--- src/rtl/rs232_tx_arbiter_if.sv ---
// Avalon-MM slave port of the RS232 UART, as seen by its single master (the TX arbiter).
interface rs232_tx_arbiter_if;
  logic        uart_address;
  logic        uart_chipselect;
  logic [3:0]  uart_byteenable;
  logic        uart_read;
  logic        uart_write;
  logic [31:0] uart_writedata;
  logic [31:0] uart_readdata;

  modport master (
    output uart_address,
    output uart_chipselect,
    output uart_byteenable,
    output uart_read,
    output uart_write,
    output uart_writedata,
    input  uart_readdata
  );

  modport slave (
    input  uart_address,
    input  uart_chipselect,
    input  uart_byteenable,
    input  uart_read,
    input  uart_write,
    input  uart_writedata,
    output uart_readdata
  );
endinterface

--- src/rtl/rs232_tx_arbiter.sv ---
// Round-robin arbiter sharing the RS232 UART TX path, with credit from polled write_space.
// Define RS232_ARB_PKT_LOCK_EN to hold the grant for a whole packet (until req_last).
module rs232_tx_arbiter #(
  parameter int unsigned NUM_REQ       = 4,
  parameter int unsigned MAX_BURST     = 64,
  parameter int unsigned SETTLE_CYCLES = 3,
  parameter int unsigned POLL_INTERVAL = 16
) (
  input  logic                   clk,
  input  logic                   reset_n,
  input  logic [NUM_REQ-1:0]     req_valid,
  input  logic [8*NUM_REQ-1:0]   req_data,
  input  logic [NUM_REQ-1:0]     req_last,
  output logic [NUM_REQ-1:0]     req_ready,
  output logic [2:0]             grant_id,
  output logic                   busy,
  rs232_tx_arbiter_if.master     uart
);

`ifdef RS232_ARB_PKT_LOCK_EN
  localparam bit LockEn = 1'b1;
`else
  localparam bit LockEn = 1'b0;
`endif

  localparam logic [7:0]         MaxBurst = 8'(MAX_BURST);
  localparam logic [NUM_REQ-1:0] OneHot0  = NUM_REQ'(1);

  typedef enum logic [2:0] {
    StIdle, StPoll, StPollWait, StBackoff, StSend, StSettle
  } state_e;

  state_e       state_q, state_d;
  logic [2:0]   owner_q, owner_d;
  logic [2:0]   rr_ptr_q, rr_ptr_d;
  logic [7:0]   credit_q, credit_d;
  logic [15:0]  cnt_q, cnt_d;
  logic         lock_q, lock_d;
  logic [7:0]   wdata_q, wdata_d;

  logic [NUM_REQ-1:0] owner_oh;
  logic               owner_valid, owner_last, locked, wr, release_owner;
  logic [7:0]         owner_byte, space;
  logic [2:0]         pick;

  // First valid requester after ptr, wrapping; ptr itself is checked last.
  function automatic logic [2:0] rr_pick(input logic [2:0] ptr, input logic [NUM_REQ-1:0] valid);
    logic [2:0]  sel;
    logic        found;
    int unsigned idx;
    sel   = ptr;
    found = 1'b0;
    for (int unsigned k = 1; k <= NUM_REQ; k++) begin
      idx = (32'(ptr) + k) % NUM_REQ;
      if (!found && |(valid & (OneHot0 << idx))) begin
        sel   = 3'(idx);
        found = 1'b1;
      end
    end
    return sel;
  endfunction

  assign owner_oh    = OneHot0 << owner_q;
  assign owner_valid = |(req_valid & owner_oh);
  assign owner_last  = |(req_last & owner_oh);
  assign owner_byte  = 8'(req_data >> {owner_q, 3'b000});
  assign locked      = LockEn && lock_q;
  assign pick        = rr_pick(rr_ptr_q, req_valid);
  assign space       = uart.uart_readdata[23:16];

  always_comb begin
    state_d       = state_q;
    owner_d       = owner_q;
    rr_ptr_d      = rr_ptr_q;
    credit_d      = credit_q;
    cnt_d         = cnt_q;
    lock_d        = lock_q;
    wdata_d       = wdata_q;
    req_ready     = '0;
    wr            = 1'b0;
    release_owner = 1'b0;
    unique case (state_q)
      StIdle: begin
        if (|req_valid) begin
          if (!locked) owner_d = pick;
          state_d = (credit_q == 8'd0) ? StPoll : StSend;
        end
      end
      StPoll: state_d = StPollWait;
      StPollWait: begin
        credit_d = (space > MaxBurst) ? MaxBurst : space;
        cnt_d    = '0;
        state_d  = (space == 8'd0) ? StBackoff : StSend;
      end
      StBackoff: begin
        if (cnt_q == 16'(POLL_INTERVAL - 1)) state_d = StPoll;
        else                                 cnt_d   = cnt_q + 16'd1;
      end
      StSettle: begin
        if (cnt_q == 16'(SETTLE_CYCLES - 1)) state_d = StPoll;
        else                                 cnt_d   = cnt_q + 16'd1;
      end
      StSend: begin
        if (owner_valid) begin
          req_ready     = owner_oh;
          wr            = 1'b1;
          wdata_d       = owner_byte;
          credit_d      = credit_q - 8'd1;
          release_owner = !LockEn || owner_last;
          lock_d        = LockEn && !owner_last;
          if (release_owner) begin
            rr_ptr_d = owner_q;
            owner_d  = rr_pick(owner_q, req_valid);
          end
          if (credit_q == 8'd1) begin
            state_d = StSettle;
            cnt_d   = '0;
          end
        end else if (!locked) begin
          // An idle, unlocked owner must not starve the others.
          if (|req_valid) owner_d = pick;
          else            state_d = StIdle;
        end
      end
      default: state_d = StIdle;
    endcase
  end

  always_ff @(posedge clk or negedge reset_n) begin
    if (!reset_n) begin
      state_q  <= StIdle;
      owner_q  <= '0;
      rr_ptr_q <= 3'(NUM_REQ - 1);
      credit_q <= '0;
      cnt_q    <= '0;
      lock_q   <= 1'b0;
      wdata_q  <= '0;
    end else begin
      state_q  <= state_d;
      owner_q  <= owner_d;
      rr_ptr_q <= rr_ptr_d;
      credit_q <= credit_d;
      cnt_q    <= cnt_d;
      lock_q   <= lock_d;
      wdata_q  <= wdata_d;
    end
  end

  // Write strobes follow the handshake in the same cycle; reads come straight from state.
  assign uart.uart_read       = (state_q == StPoll);
  assign uart.uart_write      = wr;
  assign uart.uart_chipselect = uart.uart_read | wr;
  assign uart.uart_address    = uart.uart_read;
  assign uart.uart_byteenable = uart.uart_read ? 4'hF : (wr ? 4'h1 : 4'h0);
  assign uart.uart_writedata  = wr ? {24'h0, owner_byte} : {24'h0, wdata_q};

  assign grant_id = owner_q;
  assign busy     = (state_q != StIdle);

  logic unused_readdata;
  assign unused_readdata = ^{uart.uart_readdata[31:24], uart.uart_readdata[15:0]};

endmodule

--- src/flat_wrapper.sv ---
// flat-port wrapper written by rule: the top's interface ports become plain ports
module rs232_tx_arbiter_flat 
#(
  parameter int unsigned NUM_REQ       = 4,
  parameter int unsigned MAX_BURST     = 64,
  parameter int unsigned SETTLE_CYCLES = 3,
  parameter int unsigned POLL_INTERVAL = 16
)
  (clk, reset_n, req_valid, req_data, req_last, req_ready, grant_id, busy, uart_uart_address, uart_uart_chipselect, uart_uart_byteenable, uart_uart_read, uart_uart_write, uart_uart_writedata, uart_uart_readdata);
  rs232_tx_arbiter_if uart_i ();
  input  logic clk;
  input  logic reset_n;
  input  logic [NUM_REQ-1:0] req_valid;
  input  logic [8*NUM_REQ-1:0] req_data;
  input  logic [NUM_REQ-1:0] req_last;
  output logic [NUM_REQ-1:0] req_ready;
  output logic [2:0] grant_id;
  output logic busy;
  output wire logic [$bits(uart_i.uart_address)-1:0] uart_uart_address;
  output wire logic [$bits(uart_i.uart_chipselect)-1:0] uart_uart_chipselect;
  output wire logic [$bits(uart_i.uart_byteenable)-1:0] uart_uart_byteenable;
  output wire logic [$bits(uart_i.uart_read)-1:0] uart_uart_read;
  output wire logic [$bits(uart_i.uart_write)-1:0] uart_uart_write;
  output wire logic [$bits(uart_i.uart_writedata)-1:0] uart_uart_writedata;
  input wire logic [$bits(uart_i.uart_readdata)-1:0] uart_uart_readdata;
  assign uart_uart_address = uart_i.uart_address;
  assign uart_uart_chipselect = uart_i.uart_chipselect;
  assign uart_uart_byteenable = uart_i.uart_byteenable;
  assign uart_uart_read = uart_i.uart_read;
  assign uart_uart_write = uart_i.uart_write;
  assign uart_uart_writedata = uart_i.uart_writedata;
  assign uart_i.uart_readdata = uart_uart_readdata;
  rs232_tx_arbiter #(.NUM_REQ(NUM_REQ), .MAX_BURST(MAX_BURST), .SETTLE_CYCLES(SETTLE_CYCLES), .POLL_INTERVAL(POLL_INTERVAL)) u_core (.clk(clk), .reset_n(reset_n), .req_valid(req_valid), .req_data(req_data), .req_last(req_last), .req_ready(req_ready), .grant_id(grant_id), .busy(busy), .uart(uart_i));
endmodule
--- config.mk ---
export PLATFORM = sky130hd
export DESIGN_NAME = rs232_tx_arbiter_flat
export DESIGN_NICKNAME = d
export VERILOG_FILES = /design/src/rtl/rs232_tx_arbiter_if.sv /design/src/rtl/rs232_tx_arbiter.sv /design/src/flat_wrapper.sv
export SDC_FILE = /design/constraint.sdc
export NUM_CORES = 1
export LEC_CHECK = 0
export ABC_AREA = 0
export CAP_MARGIN = 20
export CORE_ASPECT_RATIO = 0.8
export CORE_MARGIN = 2
export CORE_UTILIZATION = 45
export CTS_CLUSTER_SIZE = 8
export DETAILED_ROUTE_END_ITERATION = 10
export PLACE_DENSITY = 0.79
export REMOVE_ABC_BUFFERS = 1
export SLEW_MARGIN = 5
export SYNTH_ARGS = -nofsm -noshare
export SYNTH_HDL_FRONTEND = slang
export SYNTH_SLANG_ARGS = --single-unit
--- constraint.sdc ---
create_clock -name clk -period 3.99 [get_ports clk]
set_input_delay 0.798 -clock clk [delete_from_list [all_inputs] [get_ports clk]]
set_output_delay 0.798 -clock clk [all_outputs]
set_load 0.02 [all_outputs]
==> results_dict.tcl, run 1 <==
set metrics [dict create \
    synth_edf_count 0 \
    coreArea_um2 6960 \
    status "finished clean" \
    cts_max_level 2 \
    ys.flop_type "dfrtp_1" \
    power.leakage_uw 0.00166 \
    multi_input_area_um2 1930 \
    grt_pass1_wl_mm 13.3 \
    rr_endpoint "u_core.credit_q[6]" \
    root_buffer "clkbuf_8" \
    final_cell_mix "clkdlybuf4s50_1, nand2_1, dfrtp_1" \
    firstDrtPassIters 7 \
    synth_cells 372 \
    post-cts-setup-buffer-count 0 \
    slew_violations 0 \
    cp-start-kind "input pin" \
    rsz0062_at_grt "no" \
    ios 122 \
    synthArstFlopShare_pct 100 \
    layout-drive-gt1-share_pct 10.4 \
    via_per_inst 5.83 \
    cp.arrival_ns 2.98 \
    fmax_mhz 265 \
    power.density_nw_per_um2 733 \
    clock_path_buffers 2 \
    num_antenna_cells 0 \
    tightest_slew_ns 0.909 \
    routed_wl_mm 8.02 \
    antenna_found_initial 0 \
    syn_avg_cell_area_um2 8.77 \
    port_buffers 69 \
    r2r_setup_slack_ns 1.04 \
    clkTransAtPathRegs_ns 0.08 \
    wl_per_cell_um 15.4 \
    worstSetupStartpoint "req_valid[0]" \
    worstPathMaxFanout 14 \
    finalSetupTns_ns 0 \
    ant_nets 0 \
    first_iter_violations 193 \
    ctsHoldBuffers 0 \
    grt_pass1_vias 2814 \
    dp.cells 512 \
    drv_cap 0 \
    ys_warn_count 0 \
    final_nets 519 \
    fin_worst_skew_ns 0.0126 \
    r2r_cells 9 \
    cts_resized 0 \
    fp.dieH_um 80.2 \
    cts-buffers-inserted 5 \
    endpoint "req_ready[0]" \
    initial_utilization_pct 46.9 \
    instances_no_fill 520 \
    die_area_um2 7950 \
    syn_to_final_growth_pct 21.9 \
    synthesis.area_um2 3260 \
    period_minus_slack_ns 3.78 \
    hold_viol 0 \
    regArea_um2 1030 \
    cts_tree "done" \
    die_width_um 99.2 \
    required_ns 3.19 \
    critical_path_class "in2out" \
    finalWeightedCongestion 0.899 \
    hpwlAfterDp_mm 6.06 \
    clock_sinks 41 \
    hold_class "reg2reg" \
    peakVddDrop_mv 0.424 \
    via_count 3030 \
    placed_area_um2 3860 \
    synth.distinct_cells 64 \
    final_common_cell "clkdlybuf4s50_1" \
    seq_area_frac_synth_pct 31.5 \
    rows 27 \
    fin_area_um2 3980 \
    fin_crit_sh_pct 94.7 \
    synth_seq_cells 41 \
    drc_errors 0 \
    grt_max_degree 42 \
    end_kind "output pin" \
    grt_usage_pct 20.5 \
    setup_violations 0 \
    r2r-start "u_core.grant_id[1]" \
    num-fill-cells 643 \
    max_slew_margin_pct 39.4 \
    global_route.overflow_total 0 \
    clk-insertion-delay-late_ns 0.30 \
]
[state kept, by name, summed over array words and instances (netlist names)]
| register | cells |
|---|---|
| u_core.wdata_q | 8 |
| u_core.state_q | 3 |
| u_core.cnt_q | 16 |
| u_core.credit_q | 8 |
| u_core.grant_id | 3 |
| u_core.rr_ptr_q | 3 |
[synth_stat cells, types with 4 or more instances]
library cell,n,area [µm²]
or4_1,6,45.0
inv_1,10,37.5
a31oi_1,8,50.1
nand4_1,7,43.8
nor2_1,29,109
clkbuf_1,4,15.0
o21ai_0,16,80.1
mux4_2,8,180
nand3_1,11,55.1
ha_1,13,163
and2_1,9,56.3
xnor2_1,9,78.8
o31ai_1,5,37.5
buf_4,31,233
a21oi_1,14,70.1
o211ai_1,4,30.0
dfrtp_1,39,976
nand2_1,47,176
buf_2,7,35.0
nor4_1,10,62.6
nor3_1,9,45.0
a22oi_1,13,97.6
buf_6,4,45.0
[worst min-delay path by stage]
stage,from,to,slack [ns],cells after the start
2_1_floorplan,u_core.rr_ptr_q[2],u_core.rr_ptr_q[2],0.45,1
3_3_place_gp,u_core.wdata_q[7],u_core.wdata_q[7],0.46,2
3_5_place_dp,u_core.wdata_q[1],u_core.wdata_q[1],0.47,2
4_1_cts,u_core.wdata_q[4],u_core.wdata_q[4],0.49,2
5_1_grt,u_core.wdata_q[4],u_core.wdata_q[4],0.50,2
6_report,u_core.wdata_q[4],u_core.wdata_q[4],0.48,2
[where the power goes]
part / switching (µW) / internal (µW) / leakage (µW)
Clock: 150 / 187 / 0.0000543
Combinational: 1100 / 800 / 0.00107
Sequential: 132 / 542 / 0.000534
[final cells by class]
class | instances | share of cell area (%)
Tap cell | 87 | 2.74
Inverter | 12 | 1.20
Multi-Input combinational cell | 295 | 48.5
Clock inverter | 3 | 1.16
Timing Repair Buffer | 77 | 18.8
Clock buffer | 5 | 1.73
Sequential cell | 41 | 25.9
[metrics by stage]
| stage | util (%) | worst slack, ns | total power (µW) | hold WS (ns) |
|---|---|---|---|---|
| finish | 57.1 | 0.213 | 2910 | 0.478 |
| global route | 57.1 | 0.0674 | 3140 | 0.504 |
| CTS | 57.1 | 0.196 | 2910 | 0.487 |
| detailed placement | 55.5 | 0.206 | 2560 | 0.466 |
| global placement | 55.5 | 0.214 | 2500 | 0.459 |
| floorplan | - | 0.722 | 1910 | 0.451 |
[critical path: stages]
cell             delay (ns)
clkdlybuf4s50_1        0.44
a22o_4                 0.29
o21bai_4               0.16
or2_1                  0.39
inv_4                  0.16
and2_1                 0.19
clkdlybuf4s50_1        0.53
[per-layer routing]
layer | GRT usage, % | share of wire (%) | up-vias
li1 | - | - | 1423
met1 | 28.1 | 44 | 1459
met2 | 33.2 | 47 | 135
met3 | 4.09 | 7.6 | 13
met4 | 5.48 | 1.1 | 0
met5 | 0 | 0 | -
[cell families (layout without fill, tap and decap cells)]
logic type,Yosys count,after routing,share of synthesized area (%)
simple gates,152,152,24.0
compound gates,88,88,19.2
mux,8,8,5.52
other cells,1,24,0.115
fa+ha+maj,13,13,4.99
buf+inv,59,97,12.0
xor+xnor,10,10,2.69
flops,41,41,31.5
No activity file was read; power rests on OpenSTA's default activity.
==> inputs of run 2 (changes only) <==
- REMOVE_ABC_BUFFERS: 1 -> unset
==> run 2 against run 1 <==
  * Global-route usage is 0.83 points lower
  * Non-clock buffer count is 1 lower
  * Power is 3.5% lower
  * Count of clock-buffer cells in the layout stayed put
  * Critical endpoint is now uart_uart_writedata[4]
  * Largest power group unchanged
  * Highest routed layer unchanged
==> results_dict.tcl, run 2 (same netlist as run 1, synthesis figures left out) <==
set metrics [dict create \
    clk-insertion-delay-late_ns 0.29 \
    final_nets 518 \
    hpwlAfterDp_mm 5.80 \
    layout-drive-gt1-share_pct 10.4 \
    setup_violations 0 \
    r2r_cells 8 \
    setup_slack_ns 0.336 \
    period_minus_slack_ns 3.65 \
    largest_reg_flops 16 \
    fin_util_pct 56.7 \
    met2_wirelength_mm 3.48 \
    cts_max_level 2 \
    end_kind "output pin" \
    grt_pass1_vias 2728 \
    post-cts-setup-buffer-count 0 \
    fp.dieH_um 80.2 \
    die_area_um2 7950 \
    finalSetupTns_ns 0 \
    worstPathMaxFanout 26 \
    slew_violations 0 \
    syn_to_final_growth_pct 20.9 \
    grt_pass1_wl_mm 12.8 \
    wl_met3_um 560 \
    largest_registers "u_core.cnt_q (16), u_core.credit_q (8), u_core.wdata_q (8)" \
    max_slew_margin_pct 40.9 \
    final_common_cell "clkdlybuf4s50_1" \
    worstSetupStartpoint "u_core.grant_id[0]" \
    pre_cts_ws_ns 0.241 \
    wl_per_cell_um 14.6 \
    clock_path_buffers 2 \
    finalWeightedCongestion 0.837 \
    via_count 2957 \
    cts_resized 0 \
    cts_tree "done" \
    drc_errors 0 \
    coreArea_um2 6960 \
    die_width_um 99.2 \
    cp-start-kind "flop" \
    rsz0062_at_grt "no" \
    fin_worst_skew_ns 0.00669 \
    hold_class "reg2reg" \
    root_buffer "clkbuf_8" \
    clkTransAtPathRegs_ns 0.08 \
    grt_max_degree 42 \
    port_buffers 69 \
    topRoutingLayerUsed "met4" \
    hold_start "u_core.wdata_q[5]" \
    global_route.overflow_total 0 \
    hold_viol 0 \
    firstDrtPassIters 5 \
    whs_ns 0.479 \
    fin_crit_sh_pct 91.6 \
    tightest_slew_ns 0.887 \
    fmax_mhz 274 \
    whs_endpoint "u_core.wdata_q[5]" \
    routed_wl_mm 7.58 \
    required_ns 3.19 \
    cts-buffers-inserted 5 \
    r2r-start "u_core.grant_id[0]" \
    power.leakage_uw 0.00164 \
    clock_sinks 41 \
    ios 122 \
    peakVddDrop_mv 0.408 \
    initial_utilization_pct 46.9 \
    ant_nets 0 \
    critical_path_class "reg2out" \
    via_per_inst 5.70 \
    first_iter_violations 191 \
    final_cell_mix "clkdlybuf4s50_1, nand2_1, dfrtp_1" \
    power.density_nw_per_um2 713 \
    rows 27 \
    drv_cap 0 \
    ctsHoldBuffers 0 \
    grt_usage_pct 19.6 \
    total_power_uw 2810 \
    hold_depth 2 \
    r2r_setup_slack_ns 1.40 \
    rr_endpoint "u_core.cnt_q[13]" \
    top_register "u_core.cnt_q" \
    status "finished clean" \
    cp.arrival_ns 2.86 \
    drt-met1-wl_mm 3.48 \
    antenna_found_initial 0 \
    num_antenna_cells 0 \
]
-- run 2: cell count changes in the layout (fill, tap and decap cells not counted) --
cell	change
clkinv_2	+2
buf_4	-1
or2_4	+1
clkinv_4	-1
inv_4	-1
or2_1	-1
inv_6	+1
bufinv_16	-1
-- run 2: how the worst max path moves through the flow --
| stage | end | slack (ns) | depth (start not counted) |
|---|---|---|---|
| floorplan | uart_uart_byteenable[0] | 0.46 | 10 |
| global placement | uart_uart_writedata[7] | 0.25 | 8 |
| detailed placement | uart_uart_writedata[3] | 0.24 | 8 |
| CTS | uart_uart_writedata[3] | 0.17 | 9 |
| global route | uart_uart_writedata[7] | 0.12 | 9 |
| finish | uart_uart_writedata[4] | 0.34 | 9 |
-- run 2: critical path, stage by stage (launching register included) --
cell and delay (ns):
dfrtp_1 0.46, buf_4 0.26, ha_1 0.29, a22o_1 0.24
o21bai_4 0.08, or2_4 0.28, inv_6 0.18, nand2_1 0.08
nand2_1 0.08, clkdlybuf4s50_1 0.61
-- run 2: through the flow --
stage / instances / instance area, µm²
2_1_floorplan: 395 / 3350
3_5_place_dp: 511 / 3850
4_1_cts: 519 / 3940
6_report: 519 / 3940
3_3_place_gp: 511 / 3850
5_1_grt: 519 / 3940
-- run 2: area by class of cell --
| cell class | count | area [µm²] |
|---|---|---|
| Timing Repair Buffer | 76 | 738 |
| Inverter | 12 | 50.0 |
| Fill cell | 634 | 3020 |
| Clock inverter | 3 | 17.5 |
| Clock buffer | 5 | 68.8 |
| Multi-Input combinational cell | 295 | 1930 |
| Tap cell | 87 | 109 |
| Sequential cell | 41 | 1030 |
-- run 2: power by group --
group	leakage (µW)	internal, µW	switching, µW
sequential	0.000534	542	126
combinational	0.00106	799	1080
clock	0.0000439	121	144
total	0.00164	1460	1350
-- run 2: per-layer routing --
layer	track usage [%]	vias to the layer above
met5	0	-
met4	3.84	0
met3	4.44	6
met2	32.2	113
met1	26.9	1418
li1	-	1420
